$ cat src/rtl/osc_seq_pkg.sv
// Shared types and constants for the DDS oscillator control sequencer.
package osc_seq_pkg;

  typedef enum logic [2:0] {
    S_IDLE   = 3'd0,
    S_FETCH  = 3'd1,
    S_LATCH  = 3'd2,
    S_PRIME  = 3'd3,
    S_RUN    = 3'd4,
    S_CHANGE = 3'd5
  } state_t;

  localparam int MODE_MAX   = 4;
  // Mode whose zero-cross detector uses the 9-bit window
  localparam int MODE_FINE  = 4;

  localparam int DEF_DATA_W = 32;
  localparam int DEF_IDX_W  = 6;
  localparam int DEF_DIV_W  = 16;

  function automatic logic mode_is_fine(input logic [2:0] mode);
    return mode == 3'(MODE_FINE);
  endfunction

endpackage

$ cat src/rtl/osc_tick_div.sv
// Loadable modulo counter: tick pulses in the cycle the count equals the divisor.
module osc_tick_div
  import osc_seq_pkg::*;
#(
  parameter int DIV_W = DEF_DIV_W
) (
  input  logic             Fg_clk,
  input  logic             Resetn,
  input  logic             clear,
  input  logic             load,
  input  logic [DIV_W-1:0] div,
  input  logic             run,
  output logic             tick
);

  logic [DIV_W-1:0] div_q;
  logic [DIV_W-1:0] cnt_q;

  assign tick = run && (cnt_q == div_q);

  // A load restarts the count so a new divisor never sees a stale phase
  always_ff @(posedge Fg_clk) begin
    if (!Resetn) begin
      div_q <= '0;
      cnt_q <= '0;
    end else if (load) begin
      div_q <= div;
      cnt_q <= '0;
    end else if (clear) begin
      cnt_q <= '0;
    end else if (run) begin
      cnt_q <= tick ? '0 : cnt_q + 1'b1;
    end
  end

endmodule

$ cat src/rtl/osc_sequencer.sv
// Command/prime/tick sequencer in front of the DDS sine oscillator.
// Optional sample counter enabled by defining OSC_SEQ_TICKCNT_EN.
module osc_sequencer
  import osc_seq_pkg::*;
#(
  parameter int DATA_W = DEF_DATA_W,
  parameter int IDX_W  = DEF_IDX_W,
  parameter int DIV_W  = DEF_DIV_W
) (
  input  logic                     Fg_clk,
  input  logic                     Resetn,
  input  logic                     start,
  input  logic                     stop,
  input  logic                     cmd_valid,
  output logic                     cmd_ready,
  input  logic [2:0]               cmd_mode,
  input  logic [IDX_W-1:0]         cmd_freq_idx,
  input  logic [DIV_W-1:0]         cmd_div,
  output logic [IDX_W-1:0]         tbl_addr,
  input  logic signed [DATA_W-1:0] tbl_sin,
  input  logic signed [DATA_W-1:0] tbl_cos,
  output logic                     osc_ready,
  output logic                     osc_enable,
  output logic                     osc_freqchng,
  output logic [2:0]               osc_mode,
  output logic signed [DATA_W-1:0] osc_init1,
  output logic signed [DATA_W-1:0] osc_init2,
  output logic                     running,
  output logic [31:0]              sample_cnt
);

  state_t           state_q, state_d;
  logic             from_run_q;
  logic             cfg_loaded_q;
  logic [2:0]       mode_sh_q;
  logic [DIV_W-1:0] div_sh_q;

  logic accept, latch_en, abort, dv_clear, in_run, tick;

  assign cmd_ready = Resetn && !stop && ((state_q == S_IDLE) || (state_q == S_RUN));

  always_comb begin
    state_d  = state_q;
    accept   = 1'b0;
    latch_en = 1'b0;
    abort    = 1'b0;
    dv_clear = 1'b0;
    in_run   = (state_q == S_RUN) ||
               (from_run_q && ((state_q == S_FETCH) || (state_q == S_LATCH) ||
                               (state_q == S_CHANGE)));
    if (stop && (state_q != S_IDLE)) begin
      state_d = S_IDLE;
      abort   = (state_q == S_FETCH) || (state_q == S_LATCH);
    end else begin
      case (state_q)
        S_IDLE: begin
          if (cmd_valid && cmd_ready) begin
            accept  = 1'b1;
            state_d = S_FETCH;
          end else if (start && cfg_loaded_q) begin
            state_d = S_PRIME;
          end
        end
        S_FETCH: state_d = S_LATCH;
        S_LATCH: begin
          latch_en = 1'b1;
          if (!from_run_q)                state_d = S_IDLE;
          else if (mode_sh_q == osc_mode) state_d = S_CHANGE;
          else                            state_d = S_PRIME;
        end
        S_PRIME: begin
          dv_clear = 1'b1;
          state_d  = S_RUN;
        end
        S_RUN: begin
          if (cmd_valid && cmd_ready) begin
            accept  = 1'b1;
            state_d = S_FETCH;
          end
        end
        S_CHANGE: state_d = S_RUN;
        default:  state_d = S_IDLE;
      endcase
    end
  end

  always_ff @(posedge Fg_clk) begin
    if (!Resetn) state_q <= S_IDLE;
    else         state_q <= state_d;
  end

  // Command capture and coefficient latch; a stop before the latch leaves no usable config
  always_ff @(posedge Fg_clk) begin
    if (!Resetn) begin
      tbl_addr     <= '0;
      mode_sh_q    <= '0;
      div_sh_q     <= '0;
      from_run_q   <= 1'b0;
      cfg_loaded_q <= 1'b0;
      osc_mode     <= '0;
      osc_init1    <= '0;
      osc_init2    <= '0;
    end else begin
      if (accept) begin
        tbl_addr   <= cmd_freq_idx;
        mode_sh_q  <= cmd_mode;
        div_sh_q   <= cmd_div;
        from_run_q <= (state_q == S_RUN);
      end
      if (latch_en) begin
        osc_init1    <= tbl_sin;
        osc_init2    <= tbl_cos;
        osc_mode     <= mode_sh_q;
        cfg_loaded_q <= 1'b1;
      end
      if (abort) cfg_loaded_q <= 1'b0;
    end
  end

  osc_tick_div #(.DIV_W(DIV_W)) u_div (
    .Fg_clk (Fg_clk),
    .Resetn (Resetn),
    .clear  (dv_clear),
    .load   (latch_en),
    .div    (div_sh_q),
    .run    (in_run),
    .tick   (tick)
  );

  // Pulses are suppressed in the stop cycle so the oscillator never sees a half-aborted request
  assign osc_ready    = Resetn && !stop && (state_q == S_PRIME);
  assign osc_freqchng = Resetn && !stop && (state_q == S_CHANGE);
  assign osc_enable   = Resetn && !stop && tick;
  assign running      = Resetn && in_run;

`ifdef OSC_SEQ_TICKCNT_EN
  logic [31:0] sample_cnt_q;
  always_ff @(posedge Fg_clk) begin
    if (!Resetn)         sample_cnt_q <= '0;
    else if (dv_clear)   sample_cnt_q <= '0;
    else if (osc_enable) sample_cnt_q <= sample_cnt_q + 32'd1;
  end
  assign sample_cnt = sample_cnt_q;
`else
  assign sample_cnt = '0;
`endif

endmodule

$ cat config.mk
export PLATFORM = sky130hd
export DESIGN_NAME = osc_sequencer
export DESIGN_NICKNAME = d
export VERILOG_FILES = /design/src/rtl/osc_seq_pkg.sv /design/src/rtl/osc_tick_div.sv /design/src/rtl/osc_sequencer.sv
export SDC_FILE = /design/constraint.sdc
export NUM_CORES = 1
export LEC_CHECK = 0
export BUFFER_PORTS_ARGS = -buffer_cell sky130_fd_sc_hd__buf_2
export CAP_MARGIN = 20
export CORE_UTILIZATION = 25
export CTS_CLUSTER_DIAMETER = 40
export DETAILED_ROUTE_END_ITERATION = 10
export HOLD_SLACK_MARGIN = 0.02
export REMOVE_ABC_BUFFERS = 1
export SLEW_MARGIN = 10
export SYNTH_ARGS = -nofsm -noshare
export SYNTH_HDL_FRONTEND = slang
export SYNTH_SLANG_ARGS = --single-unit
$ cat constraint.sdc
create_clock -name Fg_clk -period 2.2 [get_ports Fg_clk]
set_input_delay 0.11 -clock Fg_clk [delete_from_list [all_inputs] [get_ports Fg_clk]]
set_output_delay 0.11 -clock Fg_clk [all_outputs]
set_load 0.02 [all_outputs]
==> results of run 1 <==
[critical path: stages, from the launching register on]
cell	delay (ps)
dfxtp_1	460
xor2_1	100
nor4_1	360
nand4_1	200
nor3_1	190
buf_2	200
[stage by stage]
stage                     worst slack, ps   util  hold WS [ps]  instances
after global routing                 6.73  0.374          99.0       1208
final                                 153  0.374          84.0       1208
after CTS                            21.3  0.373          62.9       1206
after floorplan                     -1470      -           238        619
after global placement                300  0.303           349       1085
after detailed placement              212  0.303           357       1085
[cell usage in the layout (no fill, tap or decap), types with 6 or more instances in the layout]
master	n
conb_1	32
nor2_1	13
buf_4	10
a21oi_1	6
xnor2_1	11
buf_2	171
clkbuf_16	17
dlygate4sd3_1	89
a21boi_0	79
buf_12	6
nand2_1	231
nor3_1	10
a21boi_1	30
xor2_1	20
dfxtp_1	128
[kinds of logic after synthesis]
| group | synth area share |
|---|---|
| fa+ha+maj | 0.00225 |
| other cells | 0.000676 |
| xor+xnor | 0.0489 |
| compound gates | 0.165 |
| buf+inv | 0.0832 |
| flops | 0.465 |
| simple gates | 0.234 |
[registers in the layout, summed over array words and instances, names as in the netlist]
signal        cells
mode_sh_q         3
state_q           3
osc_mode          3
from_run_q        1
div_sh_q         16
osc_init1        32
u_div.div_q      16
cfg_loaded_q      1
tbl_addr          6
osc_init2        32
u_div.cnt_q      16
[cell type report]
cell class | instances | area, um^2
tap | 280 | 350
antenna | 1 | 2.50
fill | 2156 | 13700
multi-input combinational | 489 | 2650
timing repair buffer | 276 | 1940
clock inverter | 10 | 146
clock buffer | 22 | 494
sequential | 129 | 2580
inverter | 1 | 3.75
[worst max path at each step]
stage,from,depth (start not counted),endpoint
2_1_floorplan,state_q[1],5,osc_init1[0]
5_1_grt,u_div.cnt_q[3],5,osc_enable
6_report,u_div.cnt_q[3],5,osc_enable
3_5_place_dp,state_q[1],6,osc_init1[12]
3_3_place_gp,state_q[1],6,osc_init1[5]
4_1_cts,u_div.cnt_q[2],5,osc_enable
[timing repair]
item | in CTS | in global routing
gates resized for setup | 1 | 3
hold buffers | 89 | 0
hold endpoints to repair | 89 | 0
setup endpoints to repair | 1 | 2
buffers inserted | 0 | 1
pin swaps | 0 | 1
gates cloned | 0 | 0
[power by group]
| part | switching (W) | internal [W] |
|---|---|---|
| logic | 0.000910 | 0.000597 |
| registers | 0.000150 | 0.00254 |
| clock network | 0.00107 | 0.00194 |
[per-layer routing]
layer,vias up,part of all wire,global-route usage
met5,-,0,0
met4,0,0.023,0.0615
met3,24,0.043,0.0373
met2,123,0.51,0.219
met1,2358,0.42,0.147
li1,2601,-,-
==> summary.txt, run 1 <==
Status
  – Status: complete, no violations

Synthesis
  – Post-synth cell types: 44
  – Ys flop type: dfxtp_1
  – Share of Yosys cell area claimed by the top area cell type: 0.465
  – Commonest cells in the netlist: 231 x nand2_1, 129 x dfxtp_1, 79 x a21boi_0, 39 x buf_4, 30 x a21boi_1
  – Synth area leader: dfxtp_1
  – Async set-reset flop share out of synthesis: 0
  – Post-synth EDFFs: 0
  – Synth top area cells: dfxtp_1 47%, nand2_1 16%, a21boi_0 11%, buf_4 5.3%, a21boi_1 4.1%
  – Yosys warning count: 0
  – Synthesized area: 5550 um^2
  – Top-count cell post-synth: nand2_1
  – Syn Area/Cell: 8.35 um^2
  – Sequential area share after synthesis: 0.465
  – Post-Synthesis Cells: 665
  – #FFs+latches synth: 129

Drt
  – DRT Pass-1 Iters: 4
  – Via count: 5106
  – Detailed Route WL: 14400 um
  – Starting DRC count in detailed routing: 220
  – DRC: 0
  – Drt wl/cell: 11.9 um
  – DRT antenna net count: 0
  – Vias per cell: 4.23

Global route
  – Initial antenna violation count: 1
  – Number of global-route vias before repair: 4864
  – First-pass GRT wire length: 22900 um
  – GR Util All Layers: 0.129
  – Grt ovf: 0
  – Largest net degree at the start of global routing: 70

Die
  – Site Rows: 54
  – Overall die area: 22800 um^2
  – Overall die height: between 150 and 200 um
  – # IOs: 204
  – Die width: 151 um
  – Core area: approximately 22000 um^2
  – Initial Util: 0.254

Critical path
  – CP Launch Type: register
  – Critical path endpoint category: output port
  – R2R Path End: osc_init1[12]
  – Crit Path Category: register to output port
  – Data arrival, critical path: between 1500 and 2000 ps
  – Required time of the critical path: 2090 ps
  – R2R Setup Slk: 200 ps
  – Reg2Reg Depth: 6
  – Reg2reg start: state_q[1]
  – CP max FO: 8

Place
  – Port buffer count: ~170
  – Gpl congestion: between 0.7 and 0.8
  – Area post-placement: 6610 um^2
  – Final HPWL DP: roughly 9000 um

Clock tree
  – Reg clk slew, reported paths: ~60 ps
  – Clock sink total: 129
  – Clock Root Buffer: clkbuf_16
  – Num CTS Buffers: 17
  – Clock Path Buffers: 2
  – Skew-Pair Late Insertion Delay: 410 ps
  – CTS tree: built
  – CTS H-tree depth: 4

Timing
  – Final setup TNS: 0 ps
  – Period utilization: 0.930
  – Worst-margin pin slew: 624 ps
  – Unrepaired setup endpoints after global routing: false
  – Max-slew headroom: 0.584
  – Final hold violation count: 0
  – Minimum clock period: 2050 ps
  – Setup Skew: 6.54 ps
  – Endpoints failing setup: 0
  – Max-slew violations: 0
  – Fmax: around 0.49 GHz

Pwr
  – Worst VDD drop: around 0.44 mV
  – Cell leakage power: 3.44 nW
  – Final Power: 0.00721 W
  – Pwr/cell area: 883 nW/um^2

Final layout
  – Area grow syn2layout: 47.2%
  – Share of cells above drive strength 1: 0.252
  – Design Area, Final: 8170 um^2
  – Layout Nets: 1009

Min path
  – Hold Crit Class: input pin to register
  – Hold EP: state_q[2]
  – Hold depth: 3
  – Min-delay src: stop

Job
  – Max-Cap Viols: 0
Power figures use the tool's default switching activity.
==> inputs of run 2 (changes only) <==
--- a/config.mk
+++ b/config.mk
@@ -11,6 +11,7 @@
 export CTS_CLUSTER_DIAMETER = 40
 export DETAILED_ROUTE_END_ITERATION = 10
 export HOLD_SLACK_MARGIN = 0.02
+export PLACE_DENSITY = 0.54
 export REMOVE_ABC_BUFFERS = 1
 export SLEW_MARGIN = 10
 export SYNTH_ARGS = -nofsm -noshare
==> summary.txt, run 2 (synthesis results as in run 1) <==
Critical path
  – Reg2Reg Depth: 6 (unchanged)
  – Crit path largest cell delay: 340 ps (-120 ps)
  – CP max FO: 3 (-5)
  – Critical path cell sequence: xor2_1, nor4_1, buf_4, nand4_1, nor3_2, buf_2
  – Crit Path Category: register to output port
  – Slowest stage cell on the critical path: dfxtp_1
  – CP Launch Type: register
  – Data arrival, critical path: 1960 ps (+20 ps)
  – Required time of the critical path: 2090 ps (about the same)
  – Critical path endpoint category: output port

Global route
  – GR Util All Layers: 0.128 (-0.000162)
  – Number of global-route vias before repair: 4819 (-0.93%)
  – First-pass GRT wire length: 23100 um (+0.51%)
  – Largest net degree at the start of global routing: 84 (+20%)
  – Grt ovf: 0 (unchanged)
  – Initial antenna violation count: 1 (unchanged)

Die
  – Overall die height: 151 um (unchanged)
  – Site Rows: 54 (unchanged)
  – Die width: 151 um (unchanged)
  – # IOs: 204 (unchanged)
  – Initial Util: 0.254 (unchanged)
  – Core area: 21800 um^2 (unchanged)
  – Overall die area: 22800 um^2 (unchanged)

Pwr
  – Cell leakage power: 3.36 nW (-2.2%)
  – Worst VDD drop: 0.429 mV (-2.2%)
  – Pwr/cell area: 854 nW/um^2 (-3.2%)
  – Final Power: 0.00685 W (-5.0%)

Place
  – Area post-placement: 6540 um^2 (-1.0%)
  – Final HPWL DP: 8870 um (-1.5%)
  – Port buffer count: 171 (unchanged)
  – Placed Instances: 1081 (-0.37%)
  – Gpl congestion: 0.729 (-0.96%)

Timing
  – Max-slew headroom: 0.630 (+0.0462)
  – Max-slew violations: 0 (unchanged)
  – Unrepaired setup endpoints after global routing: true
  – Final hold violation count: 0 (unchanged)
  – Period utilization: 0.941 (+0.0110)
  – Fmax: 0.483 GHz (-1.2%)
  – Final Hold Slack: 76.3 ps (-7.73 ps)
  – Endpoints failing setup: 0 (unchanged)
  – Minimum clock period: 2070 ps (+24.3 ps)
  – Setup Skew: 6.00 ps (-0.541 ps)
  – Worst-margin pin slew: 555 ps (-69.2 ps)

Clock tree
  – Clock Root Buffer: clkbuf_16
  – CTS tree: built
  – Skew-Pair Late Insertion Delay: 410 ps (about the same)
  – CTS H-tree depth: 4 (unchanged)
  – Reg clk slew, reported paths: 50 ps (about the same)
  – Clock sink total: 129 (unchanged)
  – Num CTS Buffers: 17 (unchanged)
  – Clock Path Buffers: 2 (unchanged)

Final layout
  – Register Area: 2580 um^2 (unchanged)
  – Multi-input logic area: 2650 um^2 (+0.19%)
  – Antenna diode count: 0 (-1)
  – Commonest non-fill, non-tap cell in the layout: nand2_1
  – Design Area, Final: 8020 um^2 (-1.9%)
  – Top flop regs: osc_init1 (32), osc_init2 (32)
  – Non-Filler Instances: 1199 (-0.75%)
  – Finished Core Util: 0.367 (-0.00700)
  – Fill cell count: 2258 (+4.7%)
  – Share of cells above drive strength 1: 0.244 (-0.00868)
  – Most frequent cells in the layout: 231 x nand2_1, 171 x buf_2, 128 x dfxtp_1, 89 x dlygate4sd3_1, 79 x a21boi_0
  – Area grow syn2layout: 44.5%
  – Layout Nets: 1004 (-0.50%)

Status
  – Status: complete, no violations

Drt
  – M1 WL: 6360 um (+4.2%)
  – DRC: 0 (unchanged)
  – Via count: 5023 (-1.6%)
  – Met2 wire len: 6820 um (-6.8%)
  – Met3 routed WL: 680 um (+11%)
  – Vias per cell: 4.19 (-0.89%)
  – Drt wl/cell: 11.9 um (-0.40%)
  – Detailed Route WL: 14200 um (-1.1%)
  – DRT antenna net count: 0 (unchanged)
  – Starting DRC count in detailed routing: 211 (-4.1%)
  – DRT Pass-1 Iters: 4 (unchanged)
  – Highest routed layer: met5

Min path
  – Hold Crit Class: input pin to register
  – Hold depth: 2 (-1)

Job
  – Max-Cap Viols: 0 (unchanged)
run 2: cell types whose count changed in the layout (fill, tap and decap cells not counted):
cell	previous run	this run
bufinv_16	3	2
nor3_1	10	9
buf_4	10	8
clkbuf_8	5	3
buf_12	6	3
clkinv_4	3	0
diode_2	1	0
nor3_2	0	1
inv_6	2	0
clkinv_2	1	3
clkbuf_1	0	3
run 2: path summary, 6_finish.rpt:
check                                     start              to  slack, ps
worst min-delay path                     Resetn      from_run_q         80
worst max register to register       state_q[2]   osc_init1[18]        290
worst min register to register      div_sh_q[3]  u_div.div_q[3]        450
worst max-delay path            u_div.cnt_q[14]      osc_enable        130
run 2: where the power goes:
| part | switching, W | internal (W) | total (W) | leakage (nW) |
|---|---|---|---|---|
| registers | 0.000148 | 0.00255 | 0.00269 | 1.04 |
| logic | 0.000898 | 0.000551 | 0.00145 | 2.04 |
| clock network | 0.000979 | 0.00173 | 0.00271 | 0.275 |
run 2: layout make-up:
cell class              instances  share of cell area
clock buffers                  23              0.0596
clock inverters                 6              0.0103
inverters                       1            0.000468
multi-input cells             489               0.331
flip-flops and latches        129               0.322
well taps                     280              0.0437
repair buffers                271               0.233
run 2: worst max-delay path: cells and delay by family (launching register included):
family        cells  cell delay, ps
flops             1             340
simple gates      3             690
buf+inv           2             370
xor+xnor          1             150
run 2: per-stage QoR:
stage | worst slack (ps) | setup TNS, ps
finish | 129 | 0
detailed placement | 371 | 0
floorplan | -1470 | -121930
global route | -40.7 | -40.7
CTS | 6.69 | 0
global placement | 387 | 0
run 2: repair_timing:
item,in CTS,in global routing
hold endpoints to repair,89,0
buffers inserted,0,0
gates resized for setup,1,4
setup endpoints to repair,1,2
hold buffers,89,0
pin swaps,0,0
run 2: layer usage:
metal,global-route usage,vias up
met1,0.151,2293
met5,0,-
met4,0.0615,2
li1,-,2590
met3,0.0380,27
met2,0.213,111
